`config.mk`:
```
export PLATFORM = sky130hd
export DESIGN_NAME = grey_disp
export DESIGN_NICKNAME = d
export VERILOG_FILES = /design/src/rtl/grey_disp.sv
export SDC_FILE = /design/constraint.sdc
export NUM_CORES = 1
export LEC_CHECK = 0
export CAP_MARGIN = 10
export CELL_PAD_IN_SITES_DETAIL_PLACEMENT = 0
export CELL_PAD_IN_SITES_GLOBAL_PLACEMENT = 1
export CORE_MARGIN = 1.5
export CORE_UTILIZATION = 42
export DETAILED_ROUTE_END_ITERATION = 16
export HOLD_SLACK_MARGIN = 0.15
export PLACE_DENSITY_LB_ADDON = 0.1
export SYNTH_ARGS = -nofsm -noshare
export SYNTH_HDL_FRONTEND = slang
export SYNTH_SLANG_ARGS = --single-unit
```
`constraint.sdc`:
```
create_clock -name i_clk -period 2.96 [get_ports i_clk]
set_clock_uncertainty 0.05 [all_clocks]
set_input_delay 0.592 -clock i_clk [delete_from_list [all_inputs] [get_ports i_clk]]
set_output_delay 0.592 -clock i_clk [all_outputs]
set_load 0.01 [all_outputs]
```
`src/rtl/grey_disp.sv`:
```
// grey_disp: display-side consumer for a cascade of grey-coded decimal digit
// counters. Each digit arrives as a 5-bit single-step code in the counters'
// own clock domain. The block synchronizes the codes, validates and decodes
// them to BCD, and drives a time-multiplexed 7-segment display with a short
// dead time at the start of every digit slot.
module grey_disp #(
    parameter int pDIGITS   = 4,
    parameter int pSCAN_DIV = 1024,
    parameter int pBLANK_LZ = 1
) (
    input  logic                   i_clk,
    input  logic                   i_rst_n,
    input  logic [5*pDIGITS-1:0]   i_codes,
    input  logic                   i_err_clr,
    output logic [6:0]             o_seg,
    output logic [pDIGITS-1:0]     o_dig,
    output logic                   o_err
);

    localparam int PRE_W  = $clog2(pSCAN_DIV);
    localparam int SLOT_W = (pDIGITS > 1) ? $clog2(pDIGITS) : 1;

    localparam logic [PRE_W-1:0]  PRE_LAST  = PRE_W'(pSCAN_DIV - 1);
    localparam logic [PRE_W-1:0]  PRE_ZERO  = {PRE_W{1'b0}};
    localparam logic [SLOT_W-1:0] SLOT_LAST = SLOT_W'(pDIGITS - 1);
    localparam logic [SLOT_W-1:0] SLOT_ZERO = {SLOT_W{1'b0}};

    // Grey code of digit 0: reset value of the synchronizer flops.
    localparam logic [4:0] CODE_ZERO = 5'b11000;
    // Decoded digit format: {invalid, bcd[3:0]}; this is a valid zero.
    localparam logic [4:0] DEC_ZERO  = 5'b0_0000;
    localparam logic [6:0] SEG_OFF   = 7'h00;
    localparam logic [6:0] SEG_DASH  = 7'h40;

    // Scan FSM states: dead time at prescaler 0, digit lit otherwise.
    localparam logic [0:0] ST_BLANK = 1'b0;
    localparam logic [0:0] ST_ON    = 1'b1;

    // Maps a grey digit code to {invalid, bcd}. Anything outside the ten
    // legal codes is flagged invalid with a zero BCD field.
    function automatic logic [4:0] decode_code(input logic [4:0] code);
        logic [4:0] res;
        case (code)
            5'b11000: res = {1'b0, 4'd0};
            5'b11001: res = {1'b0, 4'd1};
            5'b10001: res = {1'b0, 4'd2};
            5'b10011: res = {1'b0, 4'd3};
            5'b00011: res = {1'b0, 4'd4};
            5'b00111: res = {1'b0, 4'd5};
            5'b00110: res = {1'b0, 4'd6};
            5'b01110: res = {1'b0, 4'd7};
            5'b01100: res = {1'b0, 4'd8};
            5'b11100: res = {1'b0, 4'd9};
            default:  res = {1'b1, 4'd0};
        endcase
        return res;
    endfunction

    // Active-high segment pattern (bit0 = a ... bit6 = g) for a BCD value.
    function automatic logic [6:0] seg_pattern(input logic [3:0] bcd);
        logic [6:0] res;
        case (bcd)
            4'd0:    res = 7'h3F;
            4'd1:    res = 7'h06;
            4'd2:    res = 7'h5B;
            4'd3:    res = 7'h4F;
            4'd4:    res = 7'h66;
            4'd5:    res = 7'h6D;
            4'd6:    res = 7'h7D;
            4'd7:    res = 7'h07;
            4'd8:    res = 7'h7F;
            4'd9:    res = 7'h6F;
            default: res = SEG_DASH;
        endcase
        return res;
    endfunction

    logic [5*pDIGITS-1:0]      meta_r;
    logic [5*pDIGITS-1:0]      sync_r;
    logic [pDIGITS-1:0][4:0]   dec_nxt_s;
    logic [pDIGITS-1:0][4:0]   dec_r;
    logic                      any_inv_s;
    logic [pDIGITS-1:0]        blank_s;
    logic                      err_r;
    logic [PRE_W-1:0]          presc_r;
    logic [PRE_W-1:0]          presc_nxt_s;
    logic [SLOT_W-1:0]         slot_r;
    logic [SLOT_W-1:0]         slot_nxt_s;
    logic [0:0]                state_nxt_s;
    logic [pDIGITS-1:0]        slot_hot_s;
    logic [4:0]                cur_dec_s;
    logic                      cur_blank_s;
    logic [6:0]                seg_nxt_s;
    logic [pDIGITS-1:0]        dig_nxt_s;
    logic [6:0]                seg_r;
    logic [pDIGITS-1:0]        dig_r;

    // Two-flop synchronizer per code bit; single-bit stepping keeps every
    // sample equal to either the old or the new legal code.
    always_ff @(posedge i_clk or negedge i_rst_n) begin
        if (!i_rst_n) begin
            meta_r <= {pDIGITS{CODE_ZERO}};
            sync_r <= {pDIGITS{CODE_ZERO}};
        end else begin
            meta_r <= i_codes;
            sync_r <= meta_r;
        end
    end

    // Decode every synchronized code to {invalid, bcd}.
    always_comb begin
        dec_nxt_s = {pDIGITS{DEC_ZERO}};
        for (int k = 0; k < pDIGITS; k++) begin
            dec_nxt_s[k] = decode_code(sync_r[5*k +: 5]);
        end
    end

    // Decoded digit register, refreshed every cycle (no per-slot snapshot).
    always_ff @(posedge i_clk or negedge i_rst_n) begin
        if (!i_rst_n) begin
            dec_r <= {pDIGITS{DEC_ZERO}};
        end else begin
            dec_r <= dec_nxt_s;
        end
    end

    // Invalid summary and leading-zero blanking, walking from the top digit
    // down; an invalid digit breaks the run of zeros like any non-zero.
    always_comb begin : lz_blk
        logic run_v;
        any_inv_s = 1'b0;
        blank_s   = {pDIGITS{1'b0}};
        run_v     = 1'b1;
        for (int k = pDIGITS - 1; k >= 0; k--) begin
            any_inv_s  = any_inv_s | dec_r[k][4];
            run_v      = run_v & (dec_r[k] == DEC_ZERO);
            blank_s[k] = (pBLANK_LZ != 0) && (k != 0) && run_v;
        end
    end

    // Sticky error flag; a new invalid digit takes priority over a clear.
    always_ff @(posedge i_clk or negedge i_rst_n) begin
        if (!i_rst_n) begin
            err_r <= 1'b0;
        end else if (any_inv_s) begin
            err_r <= 1'b1;
        end else if (i_err_clr) begin
            err_r <= 1'b0;
        end else begin
            err_r <= err_r;
        end
    end

    // Next prescaler/slot values; the slot advances when the prescaler wraps.
    always_comb begin
        if (presc_r == PRE_LAST) begin
            presc_nxt_s = PRE_ZERO;
            slot_nxt_s  = (slot_r == SLOT_LAST) ? SLOT_ZERO : slot_r + SLOT_W'(1);
        end else begin
            presc_nxt_s = presc_r + PRE_W'(1);
            slot_nxt_s  = slot_r;
        end
        state_nxt_s = (presc_nxt_s == PRE_ZERO) ? ST_BLANK : ST_ON;
    end

    // Prescaler and slot index registers.
    always_ff @(posedge i_clk or negedge i_rst_n) begin
        if (!i_rst_n) begin
            presc_r <= PRE_ZERO;
            slot_r  <= SLOT_ZERO;
        end else begin
            presc_r <= presc_nxt_s;
            slot_r  <= slot_nxt_s;
        end
    end

    // Select the digit of the upcoming slot and form the next output pattern.
    // Outputs are computed from the next scan state so the registered pins
    // line up with the prescaler/slot registers.
    always_comb begin
        slot_hot_s = {pDIGITS{1'b0}};
        cur_dec_s  = DEC_ZERO;
        for (int k = 0; k < pDIGITS; k++) begin
            slot_hot_s[k] = (slot_nxt_s == SLOT_W'(k));
            cur_dec_s     = cur_dec_s | ({5{slot_hot_s[k]}} & dec_r[k]);
        end
        cur_blank_s = |(blank_s & slot_hot_s);
        case (state_nxt_s)
            ST_ON: begin
                dig_nxt_s = slot_hot_s;
                seg_nxt_s = cur_blank_s  ? SEG_OFF  :
                            cur_dec_s[4] ? SEG_DASH : seg_pattern(cur_dec_s[3:0]);
            end
            ST_BLANK: begin
                dig_nxt_s = {pDIGITS{1'b0}};
                seg_nxt_s = SEG_OFF;
            end
            default: begin
                dig_nxt_s = {pDIGITS{1'b0}};
                seg_nxt_s = SEG_OFF;
            end
        endcase
    end

    // Registered display outputs.
    always_ff @(posedge i_clk or negedge i_rst_n) begin
        if (!i_rst_n) begin
            seg_r <= SEG_OFF;
            dig_r <= {pDIGITS{1'b0}};
        end else begin
            seg_r <= seg_nxt_s;
            dig_r <= dig_nxt_s;
        end
    end

    assign o_seg = seg_r;
    assign o_dig = dig_r;
    assign o_err = err_r;

endmodule

```
==> results.md <==
* Max clock buf depth at 2
* Req. time, crit path at 3.14 ns
* Crit path launch: presc_r[0]
* GP Congestion at 0.907
* Final Cycle Share at 96.0%
* Pwr/cell area at 492 mW/mm^2
* Leakage at 1.92 nW
* Distinct cells, synth at 61
* Post-Layout Cell Count at 480
* Die Width at 97.9 um
* First-pass GRT wire length at 12,100 um
* Reg-to-reg endpoint: o_seg[3]
* RR Startpoint: presc_r[0]
* Outcome: completed
* Fill cells at 772
* Worst slew pin tran at 0.712 ns
* Largest net degree at the start of global routing at 48
* IO Pins at 35
* Total die area at 0.00958 mm^2
* # hold bufs at CTS at 0
* Fraction of synthesized area in multiplexers at 3.54%
* Placed Cells at 462
* Main combinational cell family by area after synthesis: simple AND/OR/NAND/NOR gates
* Drt initial violations at 81
* Share of post-route cells with drive strength above 1 at 21.8%
* Simple-Gate Fraction of Synth Area at 17.2%
* Max-cap violations at 0
* Asr flop ratio synth at 100%
* Max-slew violations at 0
* Fmax at 352 MHz
* Hold WC Path Type: in2async
* Post-synthesis register bit count at 84
* CTS root buf: clkbuf_8
* DR vias/cell at 5.24
* Post-synth EDFFs at 0
* Core Region at 0.00872 mm^2
* CTS tree: yes
* Total CTS buffers at 9
* WS Path Type: reg2reg
* Antenna diode count at 0
* Die H at 97.9 um
* Worst-path clk slew at 0.08 ns
* Reg2Reg Setup Slack at 0.12 ns
* Post-synth net total at 348
* Layout area overhead at 20.5%
* Mapped Cells at 317
* H-tree Lvls at 3
* Setup TNS at 0 ns
* Clock Latency Late Sink at 0.35 ns
* Final setup violating endpoints at 0
* Yosys Warn Count at 0
* GRT Total Usage at 15.7%
* Register area share after synthesis at 56.1%
* Initial antenna violation count at 0
* Final #Nets at 398
* Final hold vios at 0
* Crit path DAT at 3.02 ns
* Slew Limit Headroom at 52.3%
* Cell row count at 34
* Ys flop type: dfrtp_1
* Commonest non-fill, non-tap cell in the layout: dfrtp_1
* Syn Area/Cell at 11.9 um^2
* Post-route ant nets at 0
* Synth Area in Compound Gates at 14.5%
* Synthesized-area fraction occupied by adder cells at 2.65%
* Worst setup SP type: flip-flop
* R2R depth at 9
* DP HPWL at 4820 um
* Initial cell density of the core at 43.3%
* XOR/XNOR Fraction of Synth Area at 3.24%
* Most frequent cells in the layout: dfrtp_1 (68), clkdlybuf4s50_1 (33), nand2_1 (24), nand2b_1 (22)
* Crit path to: o_seg[3]
* Number of global-route vias before repair at 2,507
* RSZ-0062 raised after global routing: yes
* Total number of vias at 2,513
* Largest fanout on the critical path at 7
* Routed length per instance at 14.2 um
* Port Buffers at 34
* Final worst path period need at 2.84 ns
* 1st-pass router iterations at 4
* CTS sink count at 84
* Global route overflow at 0
* Mapped Area at 0.00378 mm^2
* # DRC at 0
* Crit. End Element: flip-flop
* WHS at 0.179 ns
* Peak supply drop at 0.283 mV
* Final WL at 6810 um
how the worst min path moves through the flow:
stage	to	slack, ns
after floorplan	dec_r[0]	0.25
final	presc_r[4]	0.18
after CTS	presc_r[4]	0.20
after detailed placement	sync_r[10]	0.28
after global routing	presc_r[4]	0.23
after global placement	sync_r[10]	0.28
per-stage QoR:
step	instance area [um^2]	setup slack (ns)	util, %	power (W)
after floorplan	3780	0.0115	-	0.00136
after global placement	4300	0.129	49.3	0.00146
after detailed placement	4300	0.0222	49.3	0.00146
after CTS	4500	0.00453	51.6	0.00229
after global routing	4550	-0.0138	52.2	0.00237
final	4550	0.117	52.2	0.00224
synthesized netlist by cell type, types with 6 or more instances:
cell	instances	area share, %
nand2_1	24	2.4
xnor2_1	6	1.4
o211ai_1	6	1.2
nand2b_1	22	3.6
ha_1	8	2.6
nor2_1	12	1.2
a21oi_1	10	1.3
nor3_1	6	0.79
dfstp_2	16	11
nand3_1	6	0.79
o21ai_0	19	2.5
xor2_1	8	1.9
inv_1	7	0.70
dfrtp_1	68	45
a32oi_1	6	1.4
sequential cells by signal (all words and copies together), names as in the netlist:
signal,flops
dec_r,20
meta_r,20
sync_r,20
presc_r,10
o_seg,7
o_dig,4
slot_r,2
o_err,1
where the power goes:
part	internal, W	switching (W)
registers	0.00121	0.0000422
logic	0.000104	0.0000800
clock network	0.000397	0.000409
cells by family after synthesis:
kind of cell	Yosys count
adder cells (fa/ha/maj)	8
AO/OA/AOI/OAI	70
buffers and inverters	22
AND/OR/NAND/NOR	107
multiplexers	12
flip-flops	84
XOR/XNOR	14
per-layer routing:
layer  share of wire, %  wire length, um  track usage, %
met3                2.6              178            2.86
met1                 47             3180            20.7
met4                1.7              116            6.81
met2                 49             3330            25.6
met5                  0                0               0
what timing repair did:
| action | 4_1_cts | 5_1_grt |
|---|---|---|
| gates resized for setup | 0 | 11 |
| setup buffers | 0 | 2 |
| setup endpoints to repair | 0 | 5 |
critical path, cell delays in order (launching register included):
cell       delay, ns
dfrtp_1         0.41
ha_2            0.25
nand4_4         0.19
o31a_1          0.41
o21ai_0         0.22
a32o_1          0.19
inv_1           0.07
ha_1            0.29
mux2_1          0.28
a2111oi_1       0.38
area by class of cell:
| cell class | count | area [um^2] | area share [%] |
|---|---|---|---|
| Clock buffer | 10 | 128 | 2.80 |
| Multi-Input combinational cell | 211 | 1590 | 34.9 |
| Clock inverter | 6 | 71.3 | 1.57 |
| Inverter | 10 | 42.5 | 0.934 |
| Timing Repair Buffer | 51 | 465 | 10.2 |
| Sequential cell | 84 | 2120 | 46.6 |
| Tap cell | 108 | 135 | 2.97 |
Note: power is estimated with default switching activity, not from simulation.
==> RTL change 1, RTL diff (same flow settings) <==
Add an input register stage for `i_codes` and `i_err_clr`, with the module's reset; this delays them by one clock.
--- a/src/rtl/grey_disp.sv
+++ b/src/rtl/grey_disp.sv
@@ -35,6 +35,19 @@
     // Scan FSM states: dead time at prescaler 0, digit lit otherwise.
     localparam logic [0:0] ST_BLANK = 1'b0;
     localparam logic [0:0] ST_ON    = 1'b1;
+
+    logic [5*pDIGITS-1:0] i_codes_q;
+    logic i_err_clr_q;
+
+    always_ff @(posedge i_clk or negedge i_rst_n) begin
+        if (!i_rst_n) begin
+            i_codes_q   <= '0;
+            i_err_clr_q <= '0;
+        end else begin
+            i_codes_q   <= i_codes;
+            i_err_clr_q <= i_err_clr;
+        end
+    end
 
     // Maps a grey digit code to {invalid, bcd}. Anything outside the ten
     // legal codes is flagged invalid with a zero BCD field.
@@ -102,7 +115,7 @@
             meta_r <= {pDIGITS{CODE_ZERO}};
             sync_r <= {pDIGITS{CODE_ZERO}};
         end else begin
-            meta_r <= i_codes;
+            meta_r <= i_codes_q;
             sync_r <= meta_r;
         end
     end
@@ -144,7 +157,7 @@
             err_r <= 1'b0;
         end else if (any_inv_s) begin
             err_r <= 1'b1;
-        end else if (i_err_clr) begin
+        end else if (i_err_clr_q) begin
             err_r <= 1'b0;
         end else begin
             err_r <= err_r;
Check against the original RTL: not equivalent (Yosys sat finds a counterexample within 10 cycles, from zero or initial values and one cycle with i_rst_n low).
==> RTL change 1 against the original RTL <==
- worst setup slack gained 0.10 ns
- area after synthesis grew 13%
- synthesized cell count grew 7.6%
- sequential cell count grew 21
- cell count grew 9.8%
- routed wire length grew 7.4%
- global-route usage shrank 0.45 points
- design area grew 11%
- power grew 18%
- largest power group unchanged
==> RTL change 1: results (changes against the original RTL) <==
- Max VDD drop: 0.000345 V (+22%)
- Synth top area cells: dfrtp_1 (52%), dfstp_2 (9.9%), nand2b_1 (3.1%)
- RePlAce Congestion: 0.847 (-6.6%)
- Status: complete, no violations
- Worst Path Arrival: 2.97 ns (-0.05 ns)
- Worst path max stage delay: 0.54 ns (+0.13 ns)
- Layout cell share with drive strength beyond 1: 0.188 (-0.0299)
- Final nets: 420 (+5.5%)
- Leakage power: 2.17 nW (+13%)
- Synth unique cells: 64 (+4.9%)
- Initial DRC Count: 95 (+17%)
- Post-Syn Area per Cell: 12.5 µm² (+4.9%)
- Register area share after synthesis: 0.621 (+0.0593)
- Placed Area: 4800 µm² (+11%)
- Relative slew slack: 0.657 (+0.134)
- Syn nets: 372 (+6.9%)
- CTS clk-pin slew, worst paths: 0.10 ns (+0.02 ns)
- First-pass GRT wire length: 13100 µm (+8.2%)
- Clock Latency Late Sink: 0.37 ns (+0.02 ns)
- Post-DP HPWL: 5100 µm (+5.7%)
- Commonest cells in the netlist: dfrtp_1 (89), nand2_1 (31), nand2b_1 (21), o21ai_0 (21)
- Slowest CP cell: dfrtp_1
- Finished Layout Cells: 527 (+9.8%)
- Largest net degree at the start of global routing: 47 (-2.1%)
- Dpl ws: 0.0144 ns (-0.00784 ns)
- Placed cells: 507 (+9.7%)
- Final WL: 7310 µm (+7.4%)
- CP max FO: 9 (+2)
-- RTL change 1: kinds of logic after synthesis --
family	synth area share
adder cells (fa/ha/maj)	0.0235
multiplexers	0.0167
AND/OR/NAND/NOR	0.161
XOR/XNOR	0.0246
flip-flops	0.621
buffers and inverters	0.0191
AO/OA/AOI/OAI	0.134
-- RTL change 1: final timing paths --
check                               from    endpoint  slack, ns  cells after the start
max in group asynchronous        i_rst_n  meta_r[19]       1.45                      3
min in group asynchronous        i_rst_n  presc_r[3]       0.67                      2
setup / recovery              presc_r[4]    o_seg[3]       0.22                      8
setup reg to reg              presc_r[4]    o_seg[3]       0.22                      8
hold / removal             i_codes_q[10]  meta_r[10]       0.30                      0
hold reg to reg            i_codes_q[10]  meta_r[10]       0.30                      0
-- RTL change 1: layer usage --
| metal | GRT usage | wire length (µm) | vias to the layer above |
|---|---|---|---|
| met5 | 0 | 0 | - |
| li1 | - | - | 1322 |
| met3 | 0.0384 | 271 | 12 |
| met4 | 0.0655 | 116 | 0 |
| met2 | 0.249 | 3590 | 50 |
| met1 | 0.195 | 3330 | 1346 |
-- RTL change 1: what timing repair did --
action / 4_1_cts / 5_1_grt
pin swaps: 0 / 1
endpoints found under the hold margin: 34 / 0
endpoints found under the setup margin: 1 / 6
gates resized for setup: 1 / 6
setup buffers: 0 / 3
hold buffers: 1 / 0
-- RTL change 1: worst register-to-register path: stages, from the launching register on --
cell and delay, ns:
dfrtp_1 0.54, nand4_4 0.23, o31a_1 0.46, o21ai_0 0.20, a32o_1 0.27, inv_1 0.09, ha_1 0.29, mux2_1 0.28
a211oi_1 0.24
-- RTL change 1: power by group --
| group | switching, mW | internal (mW) |
|---|---|---|
| Clock | 0.486 | 0.406 |
| Sequential | 0.0464 | 1.51 |
| Combinational | 0.0860 | 0.103 |
| Total | 0.618 | 2.02 |
-- RTL change 1: area by class of cell --
cell class | count | area, µm² | share of cell area
Sequential cell | 105 | 2650 | 0.525
Multi-Input combinational cell | 220 | 1550 | 0.307
Timing Repair Buffer | 48 | 458 | 0.0907
Tap cell | 133 | 166 | 0.0330
Clock buffer | 10 | 128 | 0.0253
Clock inverter | 6 | 75.1 | 0.0149
Inverter | 5 | 21.3 | 0.00421
==> RTL change 2, RTL diff (same settings) <==
Made on the original files. Change the parameter `pSCAN_DIV` from 1024 to 2048.
--- a/src/rtl/grey_disp.sv
+++ b/src/rtl/grey_disp.sv
@@ -5,7 +5,7 @@
 // dead time at the start of every digit slot.
 module grey_disp #(
     parameter int pDIGITS   = 4,
-    parameter int pSCAN_DIV = 1024,
+    parameter int pSCAN_DIV = 2048,
     parameter int pBLANK_LZ = 1
 ) (
     input  logic                   i_clk,
Behaviour: no difference found for any inputs over 10 cycles, from zero or initial values and one cycle with i_rst_n low; that may be too few to reach the edited logic, so the function may still have changed.
==> RTL change 2 against the original RTL <==
- clock power increased by 2%
- global-route usage increased by 0.70 points
- critical endpoint is now o_seg[6]
- power increased by 0.97%
- sequential cell count increased by 1
- design area decreased by 1.5%
- critical path depth increased by 2
- largest power group unchanged
- routed wire length decreased by 5.0%
- worst setup slack improved by 0.056 ns
- sequential share of layout area increased by 1.4 points
- synthesized cell count decreased by 1.6%
- area after synthesis decreased by 3.8%
- cell count increased by 0.42%
==> RTL change 2: results (changes against the original RTL) <==
- Post-DP HPWL: 4640 µm (-3.8%)
- GR Util All Layers: 0.164 (+0.00701)
- Synth Area in XOR/XNOR: 0.0433 (+0.0109)
- Finished Layout Cells: 482 (+0.42%)
- Largest net degree at the start of global routing: 47 (-2.1%)
- First-pass GRT wire length: 11400 µm (-5.2%)
- Filler cell count: 734 (-4.9%)
- RePlAce Congestion: 0.875 (-3.4%)
- Final nets: 403 (+1.3%)
- Status: complete, no violations
- Commonest cells in the netlist: dfrtp_1 (69), nand2_1 (30), nor2_1 (18)
- Leakage power: 1.94 nW (+0.71%)
- Comb group: 0.179 mW (-3%)
- CP max FO: 9 (+2)
- Async SR Flop Fraction: 1.00 (unchanged)
- Register area share after synthesis: 0.590 (+0.0289)
- Fin crit period: 2.79 ns (-0.0562 ns)
- Pin slew with the least headroom to its limit: 0.564 ns (-0.148 ns)
- Vias/cell: 5.04 (-3.7%)
- Compound-cell area share of the yosys netlist: 0.114 (-0.0304)
- Post-Syn Area per Cell: 11.7 µm² (-2.2%)
- Sw frac: 0.242 (+0.00484)
- Worst R2R End: o_seg[6]
- WL/cell: 13.4 µm (-5.4%)
- Dpl ws: 0.0538 ns (+0.0317 ns)
- Adder-cell share of the synthesized area: 0.0275 (+0.00104)
- Reg2Reg Depth: 11 (+2)
- Multiplexer share of the synthesized area: 0.0437 (+0.00827)
- Met3 Routed Length: 214 µm (+20%)
- Synth unique cells: 56 (-8.2%)
- Layout cell share with drive strength beyond 1: 0.231 (+0.0130)
- Clock share of power: 0.362 (+0.002)
- Syn nets: 343 (-1.4%)
- Initial DRC Count: 89 (+9.9%)
- Worst Path Arrival: 3.03 ns (about the same)
- Placed Area: 4230 µm² (-1.6%)
==> RTL change 2: critical path, cell delays in order (launching register included) <==
cell      delay, ns
dfrtp_1        0.36
ha_1           0.17
inv_1          0.08
or4_4          0.55
and2_4         0.22
a211oi_2       0.27
or2_4          0.19
inv_1          0.06
ha_1           0.16
or3_1          0.38
o21ai_0        0.09
o31a_1         0.13
==> RTL change 2: kinds of logic after synthesis <==
| logic type | count (synthesis) |
|---|---|
| adders and majority gates | 8 |
| buffers and inverters | 22 |
| AOI/OAI and AO/OA | 59 |
| and+or+nand+nor | 106 |
| xor gates and xnor gates | 18 |
| DFF | 85 |
| muxes | 14 |
==> RTL change 2: final cells by class <==
class	instances	area [µm²]	area share
Sequential cell	85	2150	0.480
Multi-Input combinational cell	205	1420	0.316
Timing Repair Buffer	61	544	0.121
Tap cell	105	131	0.0293
Clock buffer	9	124	0.0276
Clock inverter	7	73.8	0.0165
Inverter	10	40.0	0.00893
